$ cat config.mk
export PLATFORM = sky130hd
export DESIGN_NAME = ps2_keypad_decoder
export DESIGN_NICKNAME = d
export VERILOG_FILES = /design/src/rtl/ps2_kbd_pkg.sv /design/src/rtl/ps2_seq_timer.sv /design/src/rtl/ps2_keypad_decoder.sv
export SDC_FILE = /design/constraint.sdc
export NUM_CORES = 1
export LEC_CHECK = 0
export CORE_MARGIN = 5
export CORE_UTILIZATION = 40
export CTS_CLUSTER_DIAMETER = 50
export DETAILED_ROUTE_END_ITERATION = 6
export PLACE_DENSITY = 0.71
export SLEW_MARGIN = 20
export SYNTH_ARGS = -nofsm -noshare
export SYNTH_HDL_FRONTEND = slang
export SYNTH_SLANG_ARGS = --single-unit
$ cat constraint.sdc
create_clock -name clk -period 2.2 [get_ports clk]
set_input_delay 0.55 -clock clk [delete_from_list [all_inputs] [get_ports clk]]
set_output_delay 0.55 -clock clk [all_outputs]
set_load 0.005 [all_outputs]
$ cat src/rtl/ps2_kbd_pkg.sv
// ps2_kbd_pkg: PS/2 set-2 scan-code constants, decoder state/key enums and key-map helpers.
// Build option: PS2_ARROW_ALIAS_EN maps extended arrow codes onto the keypad 2/4/6/8 flags.
`default_nettype none

package ps2_kbd_pkg;

  localparam logic [7:0] PS2_EXT       = 8'hE0;
  localparam logic [7:0] PS2_BRK       = 8'hF0;
  localparam logic [7:0] PS2_KEY_2     = 8'h72;
  localparam logic [7:0] PS2_KEY_4     = 8'h6B;
  localparam logic [7:0] PS2_KEY_6     = 8'h74;
  localparam logic [7:0] PS2_KEY_8     = 8'h75;
  localparam logic [7:0] PS2_KEY_ENTER = 8'h5A;
  localparam logic [7:0] PS2_BAT       = 8'hAA;
  localparam logic [7:0] PS2_ACK       = 8'hFA;
  localparam logic [7:0] PS2_ECHO      = 8'hEE;
  localparam logic [7:0] PS2_RESEND    = 8'hFE;
  localparam logic [7:0] PS2_OVR_LO    = 8'h00;
  localparam logic [7:0] PS2_OVR_HI    = 8'hFF;

  localparam int NUM_KEYS = 5;

  typedef enum logic [1:0] {
    S_IDLE    = 2'd0,
    S_EXT     = 2'd1,
    S_BRK     = 2'd2,
    S_EXT_BRK = 2'd3
  } ps2_state_t;

  // Bit positions within the flag vector and key_make_pulse: {ENTER,8,6,4,2}.
  typedef enum logic [2:0] {
    K2     = 3'd0,
    K4     = 3'd1,
    K6     = 3'd2,
    K8     = 3'd3,
    KENTER = 3'd4
  } key_idx_t;

  function automatic logic [NUM_KEYS-1:0] plain_key_mask(input logic [7:0] code);
    logic [NUM_KEYS-1:0] m;
    m = '0;
    case (code)
      PS2_KEY_2:     m[K2]     = 1'b1;
      PS2_KEY_4:     m[K4]     = 1'b1;
      PS2_KEY_6:     m[K6]     = 1'b1;
      PS2_KEY_8:     m[K8]     = 1'b1;
      PS2_KEY_ENTER: m[KENTER] = 1'b1;
      default:       m         = '0;
    endcase
    return m;
  endfunction

  function automatic logic [NUM_KEYS-1:0] ext_key_mask(input logic [7:0] code);
    logic [NUM_KEYS-1:0] m;
    m = '0;
    case (code)
      PS2_KEY_ENTER: m[KENTER] = 1'b1;
`ifdef PS2_ARROW_ALIAS_EN
      PS2_KEY_2:     m[K2]     = 1'b1;
      PS2_KEY_4:     m[K4]     = 1'b1;
      PS2_KEY_6:     m[K6]     = 1'b1;
      PS2_KEY_8:     m[K8]     = 1'b1;
`endif
      default:       m         = '0;
    endcase
    return m;
  endfunction

  function automatic logic is_discard(input logic [7:0] code);
    return (code == PS2_BAT) || (code == PS2_ACK) ||
           (code == PS2_ECHO) || (code == PS2_RESEND);
  endfunction

endpackage

`default_nettype wire

$ cat src/rtl/ps2_seq_timer.sv
// ps2_seq_timer: saturating inter-byte timeout counter; expired pulses in the cycle the count hits TIMEOUT_CYCLES-1.
`default_nettype none

module ps2_seq_timer #(
  parameter int TIMEOUT_CYCLES = 1_600_000
) (
  input  logic clk,
  input  logic reset,
  input  logic clear,
  input  logic run,
  output logic expired
);

  localparam int CW = (TIMEOUT_CYCLES > 1) ? $clog2(TIMEOUT_CYCLES) : 1;
  localparam logic [CW-1:0] LAST = CW'(TIMEOUT_CYCLES - 1);

  logic [CW-1:0] count;

  always_ff @(posedge clk or posedge reset) begin
    if (reset) begin
      count <= '0;
    end else if (clear || !run) begin
      count <= '0;
    end else if (count != LAST) begin
      count <= count + CW'(1);
    end
  end

  // A byte arriving in the expiry cycle takes precedence, so clear masks the pulse.
  assign expired = run && !clear && (count == LAST);

endmodule

`default_nettype wire

$ cat src/rtl/ps2_keypad_decoder.sv
// ps2_keypad_decoder: PS/2 set-2 byte stream to keypad 2/4/6/8/ENTER level flags and make pulses.
// Build option: PS2_ARROW_ALIAS_EN (extended arrow keys alias the keypad direction flags).
`default_nettype none

module ps2_keypad_decoder
  import ps2_kbd_pkg::*;
#(
  parameter int TIMEOUT_CYCLES = 1_600_000
) (
  input  logic       clk,
  input  logic       reset,
  input  logic [7:0] din,
  input  logic       din_new,
  input  logic       din_err,
  output logic       Key_2_is_pressed,
  output logic       Key_4_is_pressed,
  output logic       Key_6_is_pressed,
  output logic       Key_8_is_pressed,
  output logic       Key_ENTER_is_pressed,
  output logic [4:0] key_make_pulse,
  output logic       seq_error
);

  ps2_state_t          state;
  logic [NUM_KEYS-1:0] keys;
  logic [NUM_KEYS-1:0] plain_mask;
  logic [NUM_KEYS-1:0] ext_mask;
  logic                expired;

  assign plain_mask = plain_key_mask(din);
  assign ext_mask   = ext_key_mask(din);

  ps2_seq_timer #(
    .TIMEOUT_CYCLES(TIMEOUT_CYCLES)
  ) u_timer (
    .clk    (clk),
    .reset  (reset),
    .clear  (din_new),
    .run    (state != S_IDLE),
    .expired(expired)
  );

  always_ff @(posedge clk or posedge reset) begin
    if (reset) begin
      state          <= S_IDLE;
      keys           <= '0;
      key_make_pulse <= '0;
      seq_error      <= 1'b0;
    end else begin
      key_make_pulse <= '0;
      seq_error      <= 1'b0;
      if (din_err) begin
        state     <= S_IDLE;
        seq_error <= 1'b1;
      end else if (din_new) begin
        if (din == PS2_OVR_LO || din == PS2_OVR_HI) begin
          keys      <= '0;
          seq_error <= 1'b1;
          state     <= S_IDLE;
        end else begin
          unique case (state)
            S_IDLE: begin
              if (din == PS2_EXT) begin
                state <= S_EXT;
              end else if (din == PS2_BRK) begin
                state <= S_BRK;
              end else if (!is_discard(din)) begin
                // Pulse only on keys not already held, so typematic repeats stay silent.
                key_make_pulse <= plain_mask & ~keys;
                keys           <= keys | plain_mask;
              end
            end
            S_EXT: begin
              if (din == PS2_BRK) begin
                state <= S_EXT_BRK;
              end else begin
                key_make_pulse <= ext_mask & ~keys;
                keys           <= keys | ext_mask;
                state          <= S_IDLE;
              end
            end
            S_BRK: begin
              keys  <= keys & ~plain_mask;
              state <= S_IDLE;
            end
            S_EXT_BRK: begin
              keys  <= keys & ~ext_mask;
              state <= S_IDLE;
            end
            default: state <= S_IDLE;
          endcase
        end
      end else if (expired) begin
        state     <= S_IDLE;
        seq_error <= 1'b1;
      end
    end
  end

  assign Key_2_is_pressed     = keys[K2];
  assign Key_4_is_pressed     = keys[K4];
  assign Key_6_is_pressed     = keys[K6];
  assign Key_8_is_pressed     = keys[K8];
  assign Key_ENTER_is_pressed = keys[KENTER];

endmodule

`default_nettype wire

==> metrics.log <==
INFO  metric result_of_the_run = complete, no violations
INFO  metric share_seq_of_total_power = 48.6%
INFO  metric cp-start-kind = input pin
INFO  metric port_buffers = 22
INFO  metric global_route_wire_length_before_repair = roughly 8000 um
INFO  metric grt_antenna_before_repair = 0
INFO  metric max-slew-margin-rel = between 50% and 60%
INFO  metric crit_fanout = 6
INFO  metric timing.final.crit_share = around nine tenths
INFO  metric synthesis.area_per_instance = 9.216 um2
INFO  metric wl_per_cell = 14.51 um
INFO  metric worst-endpoint-required = 2.42 ns
INFO  metric clkLatencyLatePin = 0.29 ns
INFO  metric cp_slowest_stage_delay = 0.54 ns
INFO  metric final_nets = 263
INFO  metric dr.pass1.iters = 4
INFO  metric ant_nets = 0
INFO  metric hold_viol_final = 0
INFO  metric via_count = around 1800
INFO  metric mappedNetlistNets = 218
INFO  metric path_cells = clkdlybuf4s50_1 -> nor4_1 -> buf_4 -> a22o_1 -> or4_1 -> nor2_1
INFO  metric cts-root-to-sink-buffers = 2
INFO  metric post_cts.resized_instances = 0
INFO  metric synth.area.top_cells = sky130_fd_sc_hd__dfrtp_1 (45%), sky130_fd_sc_hd__a21oi_1 (4.5%), sky130_fd_sc_hd__o21ai_0 (3.4%)
INFO  metric synth.yosys.warnings = 0
INFO  metric power_per_cell_area = 544.4 nW/um2
INFO  metric r2r_end = u_timer.count[18]
INFO  metric ctsHtreeMaxLevel = 2
INFO  metric final_core_utilization = 51.89%
INFO  metric synthesis.area = 1889 um2
INFO  metric area.sequential = 850.8 um2
INFO  metric cts-hold-fix-buffers = 0
INFO  metric final-max-slew-violation-count = 0
INFO  metric post_synthesis_cell_type_with_the_largest_combined_area = sky130_fd_sc_hd__dfrtp_1
INFO  metric crit_path_start = din[2]
INFO  metric power_switching = around 0.00029 W
INFO  metric footprint_of_the_multi_input_gates = 983.4 um2
INFO  metric asr_flop_ratio_synth = 100.0%
INFO  metric boundaryPins = 23
INFO  metric skew = 0.008152 ns
INFO  metric cts_root_buf = sky130_fd_sc_hd__clkbuf_8
INFO  metric cp_slowest_cell = sky130_fd_sc_hd__clkdlybuf4s50_1
INFO  metric path_class = input pin to flip-flop
INFO  metric whs = 0.4661 ns
INFO  metric post_synth_top_area_share = 45.03%
INFO  metric drt-initial-drc-count = 92
INFO  metric p_int = 0.001026 W
INFO  metric min_path_cells = 1
INFO  metric drive_above_1_share = 15.54%
INFO  metric max_freq = 0.5137 GHz
INFO  metric n_antenna_cell = 0
INFO  metric post-place-cells = a little under 300
INFO  metric synth-seq-cells = 34
INFO  metric post-synth-top-count-cell = sky130_fd_sc_hd__dfrtp_1
INFO  metric cts_setup_buffers = 0
INFO  metric grt_use_total = 15.98%
INFO  metric rsz_0062_raised_after_global_routing = no
INFO  metric worstPathArrival = around 2.2 ns
INFO  metric synthesis.instances = 205
INFO  metric total_leakage_power = 0.9724 nW
INFO  metric die_width = 78.73 um
INFO  metric post_synth_num_cell_types = between 40 and 50
INFO  metric initial_utilization = a little over 40%
INFO  metric path_clk_slew = 0.07 ns
INFO  metric gp_congestion = 0.8312
INFO  metric finalSetupViolations = 0
INFO  metric synth-edff-count = 0
INFO  metric floorplan.die.height = 78.73 um
INFO  metric routed_wl = ~4400 um
INFO  metric critPathCapture = key_make_pulse[4]
INFO  metric setup.worst_path.end_class = flip-flop
INFO  metric cts_tree = built
INFO  metric row_count = 25
INFO  metric cts_made_buffers = 5
INFO  metric switching_share = 22.09%
INFO  metric area.growth.synth_to_final = 28.01%
INFO  metric drc = 0
INFO  metric worst_r2r_path_depth = 6
INFO  metric filler_cell_count = 436
INFO  metric timing.hold.worst.class = flip-flop to flip-flop
INFO  metric ys_top_cells_by_count = sky130_fd_sc_hd__dfrtp_1 (34), sky130_fd_sc_hd__a21oi_1 (17), sky130_fd_sc_hd__nand2_1 (13), sky130_fd_sc_hd__nor2_1 (13), sky130_fd_sc_hd__o21ai_0 (13)
INFO  metric max-vdd-ir-drop = 0.0003130 V
INFO  metric grt_max_degree = 35
INFO  metric routed_via_density = 5.915
INFO  metric share_clk_of_total_power = between 40 and 50%
INFO  metric grt_pass1_vias = 1733
INFO  metric maxCapViolCount = 0
INFO  metric reg2reg_slack = 0.26 ns
INFO  metric yosysSeqAreaShare = 45.03%
INFO  metric core_area = around 4700 um2
INFO  metric grt-ovfl-total = 0
INFO  metric die_area = about 6200 um2
INFO  metric ys.flop_type = sky130_fd_sc_hd__dfrtp_1
INFO  metric reg2reg_from = u_timer.count[0]
INFO  metric final_cells = a little over 300
INFO  metric pwr-share-comb = 8.4%
INFO  metric post-dp-hpwl = between 3000 and 4000 um
INFO  metric timing.final.crit_period = 1.947 ns
INFO  metric timing_worst_slew_pin_value = 0.7387 ns
INFO  metric clock_sink_count = 34
-- flip-flops by register name, indices dropped and copies added, names as in the netlist --
register	count
state	2
u_timer.count	21
keys	5
key_make_pulse	5
seq_error	1
-- cell usage in the layout, fill, tap and decap left out, types with 6 or more instances in the layout --
cell type                          n
sky130_fd_sc_hd__or4_1             6
sky130_fd_sc_hd__nand3_1           8
sky130_fd_sc_hd__clkdlybuf4s50_1  22
sky130_fd_sc_hd__and4_1            6
sky130_fd_sc_hd__nor2_1           13
sky130_fd_sc_hd__dfrtp_1          34
sky130_fd_sc_hd__inv_1             6
sky130_fd_sc_hd__buf_4            22
sky130_fd_sc_hd__nand2_1          13
sky130_fd_sc_hd__a21oi_1          17
sky130_fd_sc_hd__o21ai_0          13
sky130_fd_sc_hd__nor3_1            7
sky130_fd_sc_hd__nand4_1           9
-- cell families after synthesis --
kind of cell	share of synthesized area [%]
adder cells (fa/ha/maj)	0.6621
flip-flops	45.03
XOR/XNOR	1.391
multiplexers	1.060
AO/OA/AOI/OAI	18.61
buffers and inverters	2.913
AND/OR/NAND/NOR	30.33
-- layout make-up --
type                            count  area share [%]
Inverter                            6          0.9312
Clock inverter                      3           1.655
Sequential cell                    34           35.18
Clock buffer                        5           2.845
Timing Repair Buffer               44           15.93
Tap cell                           54           2.794
Multi-Input combinational cell    159           40.66
-- critical path: cells and delay by family --
family | cells | cell delay, ns
compound gates | 1 | 0.24
buf+inv | 2 | 0.69
simple gates | 3 | 0.68
-- stage by stage --
step           instance area [um2]  setup TNS, ns  setup slack (ns)  total power, W
6_report                      2419              0            0.2533        0.001317
5_1_grt                       2419              0           0.08514        0.001375
4_1_cts                       2419              0            0.2636        0.001332
3_5_place_dp                  2310       -0.09691          -0.04983       0.0007629
3_3_place_gp                  2310     -0.0005429        -0.0005429       0.0007610
2_1_floorplan                 1889              0            0.4520       0.0006869
-- power by group through the flow --
stage               combinational (W)  clock, W  sequential [W]
global route                 0.000122  0.000611        0.000641
detailed placement           0.000111         0        0.000651
finish                       0.000110  0.000566        0.000640
global placement             0.000109         0        0.000652
floorplan                   0.0000353         0        0.000652
CTS                          0.000112  0.000580        0.000640
-- how the worst min path moves through the flow --
stage,start,endpoint
finish,keys[1],key_make_pulse[1]
global route,keys[2],key_make_pulse[2]
CTS,keys[2],key_make_pulse[2]
detailed placement,keys[4],key_make_pulse[4]
global placement,keys[4],key_make_pulse[4]
floorplan,keys[4],key_make_pulse[4]
-- metal layers --
metal  track usage [%]  up-vias  wire [um]
met5                 0        -          0
met4             5.769        0         62
met3             3.968        6        222
met2             27.33       43       2180
met1             19.47      879       1962
li1                  -      876          -
No activity file was read; power rests on OpenSTA's default activity.
